File: src/rtl/tff_mod_counter.sv
// Modulo-MODULUS up/down counter built from toggle bit cells, with load, wrap/saturate/one-shot modes.
// Latency: q, wrap_pulse and busy update one cycle after the sampling edge; tc is combinational from q and up.
// No backpressure: en is a per-cycle advance request; priority is rst > load > count.
module tff_mod_counter #(
  parameter int WIDTH   = 4,
  parameter int MODULUS = 10
) (
  input  logic             clk,
  input  logic             rst,
  input  logic             en,
  input  logic             up,
  input  logic             load,
  input  logic [WIDTH-1:0] load_val,
  input  logic [1:0]       mode,
  input  logic             start,
  output logic [WIDTH-1:0] q,
  output logic             tc,
  output logic             wrap_pulse,
  output logic             busy
);

  // MODULUS may equal 2**WIDTH, so range compares are done one bit wider.
  localparam logic [WIDTH:0]   MOD_EXT = (WIDTH+1)'(MODULUS);
  localparam logic [WIDTH-1:0] LAST    = WIDTH'(MODULUS - 1);

  localparam logic [1:0] MODE_WRAP  = 2'b00;
  localparam logic [1:0] MODE_SAT   = 2'b01;
  localparam logic [1:0] MODE_SHOT  = 2'b10;

  localparam logic [1:0] S_IDLE = 2'd0;
  localparam logic [1:0] S_RUN  = 2'd1;
  localparam logic [1:0] S_DONE = 2'd2;

  logic [1:0]       state;
  logic [1:0]       state_nxt;
  logic [WIDTH-1:0] term;
  logic [WIDTH-1:0] t;
  logic [WIDTH-1:0] q_step;
  logic [WIDTH-1:0] q_nxt;
  logic             carry;
  logic             oor;
  logic             at_term;
  logic             pulse_nxt;

  // Terminal value depends on direction; out-of-range q is treated as terminal for stepping only.
  assign term    = up ? LAST : '0;
  assign tc      = (q == term);
  assign oor     = ({1'b0, q} >= MOD_EXT);
  assign at_term = tc | oor;

  // Toggle enables: a bit flips when en is high and every lower bit is 1 (up) or 0 (down).
  always_comb begin
    t     = '0;
    carry = en;
    for (int i = 0; i < WIDTH; i++) begin
      t[i]  = carry;
      carry = carry & (up ? q[i] : ~q[i]);
    end
  end

  assign q_step = q ^ t;

  // Next count, one-shot state and pulse request for this edge.
  always_comb begin
    q_nxt     = q;
    state_nxt = state;
    pulse_nxt = 1'b0;
    if (load) begin
      q_nxt     = ({1'b0, load_val} < MOD_EXT) ? load_val : LAST;
      state_nxt = S_IDLE;
    end else if (mode == MODE_SHOT) begin
      case (state)
        S_IDLE: begin
          if (start) state_nxt = S_RUN;
        end
        S_RUN: begin
          if (en) begin
            if (at_term) begin
              // Armed while already at terminal: finish without moving.
              state_nxt = S_DONE;
              pulse_nxt = 1'b1;
            end else begin
              q_nxt = q_step;
              if (q_step == term) begin
                state_nxt = S_DONE;
                pulse_nxt = 1'b1;
              end
            end
          end
        end
        S_DONE:  state_nxt = S_IDLE;
        default: state_nxt = S_IDLE;
      endcase
    end else begin
      // Wrap (00/11) and saturate (01); leaving one-shot always drops the FSM to idle.
      state_nxt = S_IDLE;
      if (en) begin
        if (at_term) begin
          if (mode != MODE_SAT) begin
            q_nxt     = up ? '0 : LAST;
            pulse_nxt = 1'b1;
          end
        end else begin
          q_nxt = q_step;
        end
      end
    end
  end

  // Register count, FSM state and the registered status outputs.
  always_ff @(posedge clk) begin
    if (rst) begin
      q          <= '0;
      state      <= S_IDLE;
      wrap_pulse <= 1'b0;
      busy       <= 1'b0;
    end else begin
      q          <= q_nxt;
      state      <= state_nxt;
      wrap_pulse <= pulse_nxt;
      busy       <= (state_nxt == S_RUN);
    end
  end

  // MODE_WRAP documents the default branch encoding; reference it so it is not flagged unused.
  logic unused_mode_wrap;
  assign unused_mode_wrap = ^MODE_WRAP;

endmodule

File: config.mk
export PLATFORM = sky130hd
export DESIGN_NAME = tff_mod_counter
export DESIGN_NICKNAME = d
export VERILOG_FILES = /design/src/rtl/tff_mod_counter.sv
export SDC_FILE = /design/constraint.sdc
export NUM_CORES = 1
export LEC_CHECK = 0
export ABC_AREA = 0
export CORE_MARGIN = 1
export CORE_UTILIZATION = 46
export DETAILED_ROUTE_END_ITERATION = 8
export MAX_ROUTING_LAYER = met4
export PLACE_DENSITY = 0.77
export SLEW_MARGIN = 15
export SYNTH_ARGS = -nofsm -noshare
export SYNTH_HDL_FRONTEND = slang
export SYNTH_SLANG_ARGS = --single-unit
File: constraint.sdc
create_clock -name clk -period 1.84 [get_ports clk]
set_clock_uncertainty 0.15 [all_clocks]
set_input_delay 0.276 -clock clk [delete_from_list [all_inputs] [get_ports clk]]
set_output_delay 0.276 -clock clk [all_outputs]
set_load 0.02 [all_outputs]
# --- After elaboration in Yosys (flattened, before gate mapping) ---
# Index checks and enable logic that the tools add are counted.
word_totals:
  reg_bits: 8
  latch_bits: 0
  mem_bits_rw: 0
  mem_bits_ro: 0
  input_bits: 12
  out_inout_bits: 7
  n_memories: 0
classes:
  n_addsub: 0
  multipliers: 0
  div_mod_pow: 0
  order_cmp: 2
  n_eq_ne: 10
  n_shift: 0
  mux: 29
  bitwise_logic: 8
  reduce_logical: 4
op_table:
  columns: ["op", "count"]
  rows:
  - ["4-bit two-way mux", 11]
  - ["2-bit two-way mux", 6]
  - ["1-bit two-way mux", 11]
  - ["4-bit == test", 2]
  - ["3-bit by 2-bit != test with 1-bit output, second input constant", 2]
  - ["3-bit != test, second input constant", 2]
  - ["5-bit AND reduction", 1]
  - ["2-bit by 1-bit == test with 1-bit output, second input constant", 2]
  - ["4-bit greater-or-equal comparator, second input constant", 1]
  - ["4-bit less-than comparator, second input constant", 1]
  - ["2-bit case mux with 2 select lines", 1]
  - ["4-bit XOR", 1]
  - ["1-bit AND", 3]
  - ["1-bit inverter", 3]
  - ["3-bit nonzero test", 1]
  - ["2-bit == test, second input constant", 1]
  - ["2-bit zero test", 1]
  - ["2-bit by 1-bit != test with 1-bit output, second input constant", 1]
  - ["2-bit OR reduction", 1]
  - ["1-bit bitwise OR", 1]

# --- Longest topological paths before layout ---
# Gate-level depths: netlist (run 1).
depth:
  word_depth: 14
  ltp_mapped: 6
  mapped_depth_nobuf: 5

# --- Worst setup path before layout (run 1) ---
# No wires, ideal clock.
synth_timing:
  path_type: "reg-to-reg"
  from: "register q[0]"
  to: "register q[0]"
  setup_time_ns: 0.073
  t_arrival_ns: 1.602
  required_time_ns: 1.617
  slack_ns: 0.015
  path_stages_with_launch: 7
  path_buffers: 1
  synth_period_minus_slack_ns: 1.825
  path_cell_list: "dfxtp_1 > buf_2 > a211oi_4 > o2bb2ai_4 > a21oi_4 > or4b_1 > o211ai_2"
synth_via:
  elab_chain_cells: 6
synth_rtl:
  columns: ["element", "line_no", "rtl"]
  rows:
  - ["from (decl)", "16", "output logic [WIDTH-1:0] q,"]
  - ["from (signal assigned)", "118", "q <= q_nxt;"]
  - ["4-bit greater-or-equal comparator, or another cell as far along", "48", "assign oor = ({1'b0, q} >= MOD_EXT);"]
  - ["1-bit bitwise OR / 4-bit two-way mux (equally long branches)", "49, 78", null]
  - ["4-bit two-way mux (on tied branches)", "98, 77", null]
  - ["4-bit two-way mux (on tied branches)", "97, 72", null]
  - ["4-bit two-way mux", "71", "end else if (mode == MODE_SHOT) begin"]
  - ["4-bit two-way mux", "68", "if (load) begin"]
# Several ways; a longest one is shown, not always the timed one. The select of a mux whose other input is x is not followed.
# A chain may end at the register's enable or synchronous reset.

# --- Worst setup path in the final report (run 1) ---
# Ends and elaborated chain as after synthesis.

==> impl_metrics.csv, run 1 <==
group,metric,value,unit
critical_path,crit_required,1.89,ns
cts,cts_tree,"yes",
critical_path,rr_endpoint,"q[0]",
sta,rsz0062_at_grt,"yes",
cells_and_area,drive_above_1_share,36.9,%
synth,ys_seq_elements,8,
synth,ys_async_sr_fraction,0,%
global_route,use_met1,32.9,%
sta,slew_headroom,74.1,%
critical_path,r2r-start,"q[0]",
synth,synthCells,78,
synth,synth.area.mux_share,0,%
cts,cts.clk_slew.worst_paths,0.06,ns
die,pin_count,19,
routing,antenna_left,0,
cts,clock-sinks,8,
global_route,gr-usage-met2,51.2,%
sta,period_share,97.3,%
cts,h-tree-depth,1,
placed_design,post_dp_cell_area,963,um^2
sta,hold_violations,0,
hold_path,min_to,"busy",
power_and_ir_drop,powerDensity,577,nW/um^2
synth,yosys.area_share.simple,31.4,%
cells_and_area,fin_area,1030,um^2
synth,synth_top_family_by_area,"compound AO/OA/AOI/OAI gates",
synth,synth_compound_area_share,34.4,%
synth,ys_seq_area_share,23.9,%
status,status,"finished clean",
die,row_count,13,
synth,syn_avg_cell_area,8.58,um^2
global_route,grt-ovfl-total,0,
global_route,busiest_layer,"met2",
sta,worstMarginPinSlew,0.386,ns
critical_path,cp.arrival,1.84,ns
power_and_ir_drop,combPwrFrac,42.1,%
routing,vias,753,
power_and_ir_drop,switching_share,34.6,%
hold_path,worst_hold_path.num_cells,1,
routing,route.detailed.drc,0,
synth,synth_fp_nets,90,
routing,firstDrtPassIters,4,
sta,maxSlewViolCount,0,
cells_and_area,final_util,77.4,%
die,die_area,1610,um^2
cts,insertion_delay,0.27,ns
synth,synthAdderAreaFrac,0,%
cells_and_area,n_antenna_cell,0,
sta,max_freq,558,MHz
cts,cts-root-buf,"clkbuf_4",
synth,synth_xor_xnor_area_share,2.62,%
die,start_util,50.2,%
placed_design,gp_congestion,0.824,
critical_path,ff2ff_path_depth,6,
global_route,grt_pass1_vias,696,
critical_path,crit_type,"register to register",
synth,synth-main-ff-cell,"dfxtp_1",
critical_path,ff2ff_setup_slack,0.05,ns
cts,cts_buffer_depth,2,
placed_design,portBuffers,18,
die,die_y,40.1,um
routing,wire_per_inst,14.9,um
synth,yosysUniqueCellTypes,40,
placed_design,hpwl,1430,um
hold_path,hold_path.class,"register to register",
global_route,antenna_found_initial,0,
routing,wirelength,1880,um
synth,yosys_warnings,0,
power_and_ir_drop,p_clk_share,24.5,%
routing,viasPerCell,5.98,
global_route,track_usage,30.0,%
sta,holdWs,0.358,ns
global_route,grt_pass1_wl,3020,um
power_and_ir_drop,p_switching,206,uW
cells_and_area,finalNetCount,125,
synth,synth_edf_count,0,
hold_path,hold_start,"state[0]",
run,max_cap_violations,0,
sta,period_needed,1.79,ns
power_and_ir_drop,p_int,389,uW
synth,synth_area,669,um^2
die,core_area,1330,um^2
sta,setup-violations-final,0,
routing,drt_iter0_markers,19,
die,die-width,40.1,um
global_route,grt.met3_usage,5.00,%
critical_path,cp_max_fo,7,
cells_and_area,syn2layout_area_growth,54.2,%
power_and_ir_drop,sequentialPowerShare,33.4,%
cts,numCtsBuffers,3,
global_route,grt_max_degree,12,
critical_path,worst_setup_path_start_kind,"register",
critical_path,cp-end-kind,"register",
power_and_ir_drop,ir_worst_vdd,0.416,mV
power_and_ir_drop,p_leak,0.429,nW
per-stage QoR:
step                      worst slack (ns)  setup TNS [ns]  power, mW  instances
after floorplan                     0.0149               0      0.336         78
after global placement              -0.335           -1.68      0.432        122
after detailed placement            -0.427           -1.90      0.439        122
after CTS                           0.0193               0      0.592        126
after global routing               -0.0354         -0.0383      0.636        126
final                               0.0495               0      0.595        126
cell usage after synthesis (2+ instances only):
cell type  n  area share [%]
a31o_2     3             3.9
nand4b_1   2             2.6
or3_1      2             1.9
a21oi_1    3             2.2
o21ai_0    2             1.5
nand3_1    2             1.5
o22ai_1    3             2.8
a2111oi_0  2             2.6
o21a_1     2             2.2
nor3_1     3             2.2
nor2_1     5             2.8
dfxtp_1    8              24
nand2b_1   3             2.8
and3b_1    2             2.6
nand2_1    4             2.2
a211oi_1   2             2.2
nor2b_1    3             2.8
buf_2      5             3.7
worst max path at each step:
| stage | start | end | slack, ns | cells past startpoint |
|---|---|---|---|---|
| floorplan | q[0] | q[0] | 0.01 | 6 |
| global placement | up | tc | -0.33 | 5 |
| detailed placement | up | q[1] | -0.43 | 7 |
| CTS | q[0] | q[2] | 0.02 | 6 |
| global route | q[0] | q[0] | -0.04 | 6 |
| finish | q[0] | q[0] | 0.05 | 6 |
final cells by class:
cell class,instances,area (um^2)
multi-input combinational,61,497
timing repair buffer,38,327
tap,15,18.8
sequential,8,164
clock buffer,3,22.5
inverter,1,3.75
fill,106,302
registers in the layout (all words and copies together), names as in the netlist:
signal      flops
wrap_pulse      1
busy            1
state           2
q               4
what timing repair did:
| action | 4_1_cts | 5_1_grt |
|---|---|---|
| hold endpoints to repair | 0 | 0 |
| hold buffers | 0 | 0 |
| gates resized for setup | 13 | 9 |
| pin swaps | 4 | 2 |
| setup endpoints to repair | 8 | 5 |
| setup buffers | 1 | 0 |
cells by family (layout without fill, tap and decap cells):
group / after synthesis / count (layout)
xor gates and xnor gates: 2 / 2
DFF: 8 / 8
and+or+nand+nor: 33 / 33
AOI/OAI and AO/OA: 26 / 26
buffers and inverters: 9 / 42
metal layers:
layer,vias up,part of all wire [%]
met5,-,0
met4,0,2.6
met1,351,43
met2,28,50
met3,8,4.5
li1,366,-
worst max-delay path, cell delays in order, from the launching register on:
cell       delay (ns)
dfxtp_2          0.35
buf_4            0.16
nor3_4           0.16
o2bb2ai_4        0.22
a21oi_4          0.11
or4b_4           0.49
o211ai_2         0.08
cells in the final DEF, fill, tap and decap left out, drive strengths merged:
| cell | n |
|---|---|
| buf | 20 |
| clkdlybuf4s50 | 12 |
| dfxtp | 8 |
| nor2 | 5 |
| nand2 | 4 |
| dlygate4sd2 | 4 |
| nor3 | 4 |
| a21oi | 4 |
| clkbuf | 4 |
| nand2b | 3 |
| nor2b | 3 |
| o22ai | 3 |
| a31o | 3 |
| a211oi | 3 |
| o21ai | 3 |
| o21a | 2 |
| nand3 | 2 |
| or3 | 2 |
| nand4b | 2 |
| and3b | 2 |
| a2111oi | 2 |
| and2 | 1 |
| inv | 1 |
| o2bb2ai | 1 |
| or4b | 1 |
| xor2 | 1 |
| a21o | 1 |
| o211ai | 1 |
| nand4 | 1 |
| nor4b | 1 |
| a31oi | 1 |
| xnor2 | 1 |
| nor4 | 1 |
| a221oi | 1 |
| a41oi | 1 |
| and4bb | 1 |
| dlymetal6s2s | 1 |
power groups by stage:
stage | combinational (mW) | sequential (mW) | clock [mW]
after detailed placement | 0.238 | 0.200 | 0
after floorplan | 0.137 | 0.198 | 0
after CTS | 0.244 | 0.198 | 0.150
after global placement | 0.231 | 0.200 | 0
after global routing | 0.271 | 0.201 | 0.164
final | 0.251 | 0.199 | 0.146
(Power assumes the default switching activity.)
==> run 2, diff against run 1 <==
--- a/config.mk
+++ b/config.mk
@@ -11,6 +11,7 @@
 export DETAILED_ROUTE_END_ITERATION = 8
 export MAX_ROUTING_LAYER = met4
 export PLACE_DENSITY = 0.77
+export SETUP_SLACK_MARGIN = 0.02
 export SLEW_MARGIN = 15
 export SYNTH_ARGS = -nofsm -noshare
 export SYNTH_HDL_FRONTEND = slang
==> impl_metrics.csv, run 2 (synthesized netlist as in run 1, its figures left out) <==
group,metric,value,unit
sta,max_freq,560,MHz
die,start_util,50.2,%
die,die-width,40.1,um
routing,antenna_left,0,
cts,cts_hold_buf,0,
cells_and_area,drive_above_1_share,31.8,%
power_and_ir_drop,powerDensity,579,nW/um^2
die,die_y,40.1,um
hold_path,hold_path.class,"register to register",
placed_design,dp.cells,119,
cells_and_area,finalNetCount,121,
sta,worstMarginPinSlew,0.485,ns
global_route,grt_pass1_vias,572,
sta,period_share,97.1,%
power_and_ir_drop,p_leak,0.417,nW
cells_and_area,final_common_cell,"buf_4",
cells_and_area,fin_area,1000,um^2
cts,h-tree-depth,1,
run,max_cap_violations,0,
sta,holdWs,0.370,ns
routing,wirelength,1790,um
cells_and_area,largest_reg_flops,4,
sta,setup-violations-final,0,
cells_and_area,syn2layout_area_growth,49.7,%
cells_and_area,finalNonFillerCells,122,
global_route,grt_max_degree,12,
global_route,grt_pass1_wl,2500,um
critical_path,cp-end-kind,"register",
placed_design,post_dp_cell_area,941,um^2
cells_and_area,final_cell_mix,"buf_4, clkdlybuf4s50_1, dfxtp_1, nand2_1, nor2_1",
global_route,grt-ovfl-total,0,
sta,hold_violations,0,
sta,period_needed,1.79,ns
routing,vias,728,
sta,maxSlewViolCount,0,
die,row_count,13,
cells_and_area,n_antenna_cell,0,
routing,drt_iter0_markers,26,
cts,numCtsBuffers,3,
critical_path,crit_type,"register to register",
global_route,track_usage,24.6,%
die,core_area,1330,um^2
placed_design,hpwl,1290,um
placed_design,portBuffers,18,
cts,clock-sinks,8,
cts,cts_buffer_depth,2,
critical_path,cp_max_fo,7,
critical_path,cp.arrival,1.82,ns
cts,cts_tree,"yes",
critical_path,worst_setup_path_start_kind,"register",
routing,viasPerCell,5.97,
die,pin_count,19,
die,die_area,1610,um^2
cells_and_area,largest_registers,"q (4), state (2)",
critical_path,crit_required,1.88,ns
sta,slew_headroom,67.3,%
cts,insertion_delay,0.26,ns
cts,cts-root-buf,"clkbuf_4",
placed_design,gp_congestion,0.857,
global_route,antenna_found_initial,0,
sta,rsz0062_at_grt,"yes",
routing,wire_per_inst,14.7,um
cts,cts.clk_slew.worst_paths,0.06,ns
cells_and_area,final_util,75.1,%
cts,postCtsSetupBuffers,0,
sta,tns,0,ns
power_and_ir_drop,ir_worst_vdd,0.328,mV
routing,firstDrtPassIters,4,
status,status,"finished clean",
cells_and_area,regMostFlops,"q",
routing,route.detailed.drc,0,
==> run 2: final timing paths <==
path,endpoint,cells past startpoint,slack (ns),start
max,q[0],6,0.05,q[0]
min,busy,1,0.37,state[0]
max reg2reg,q[0],6,0.05,q[0]
min reg2reg,busy,1,0.37,state[0]
==> run 2: cell type report <==
type	count	area, um^2
Fill cell	105	332
Multi-Input combinational cell	61	485
Timing Repair Buffer	34	305
Clock buffer	3	22.5
Tap cell	15	18.8
Sequential cell	8	166
Inverter	1	3.75
==> run 2: critical path, cell delays in order (launching register included) <==
cell and delay, ns:
dfxtp_2 0.33, buf_4 0.15, nor3_4 0.18, o2bb2ai_4 0.22
a21oi_4 0.11, or4b_1 0.49, o211ai_2 0.08
==> run 2: per-layer routing <==
layer,up-vias,routed length [um],track usage [%]
li1,357,-,-
met4,0,36,12.9
met2,33,865,39.5
met1,331,796,28.6
met5,-,0,-
met3,7,93,5.00
==> run 2: per-stage QoR <==
| step | total power [mW] | worst slack [ns] |
|---|---|---|
| after global placement | 0.427 | -0.309 |
| after detailed placement | 0.431 | -0.336 |
| after CTS | 0.576 | 0.0139 |
| final | 0.580 | 0.0541 |
| after global routing | 0.612 | 0.00523 |
| after floorplan | 0.337 | 0.0427 |
==> run 2: power breakdown <==
part           leakage (nW)  total, mW  internal [mW]  switching, mW
registers            0.0667      0.196          0.182         0.0145
logic                 0.337      0.243          0.126          0.117
clock network        0.0138      0.140         0.0750         0.0654
total                 0.417      0.580          0.383          0.197
==> run 2: what timing repair did <==
item | 4_1_cts | 5_1_grt
gates resized for setup | 11 | 7
endpoints found under the setup margin | 9 | 7
pin swaps | 1 | 3
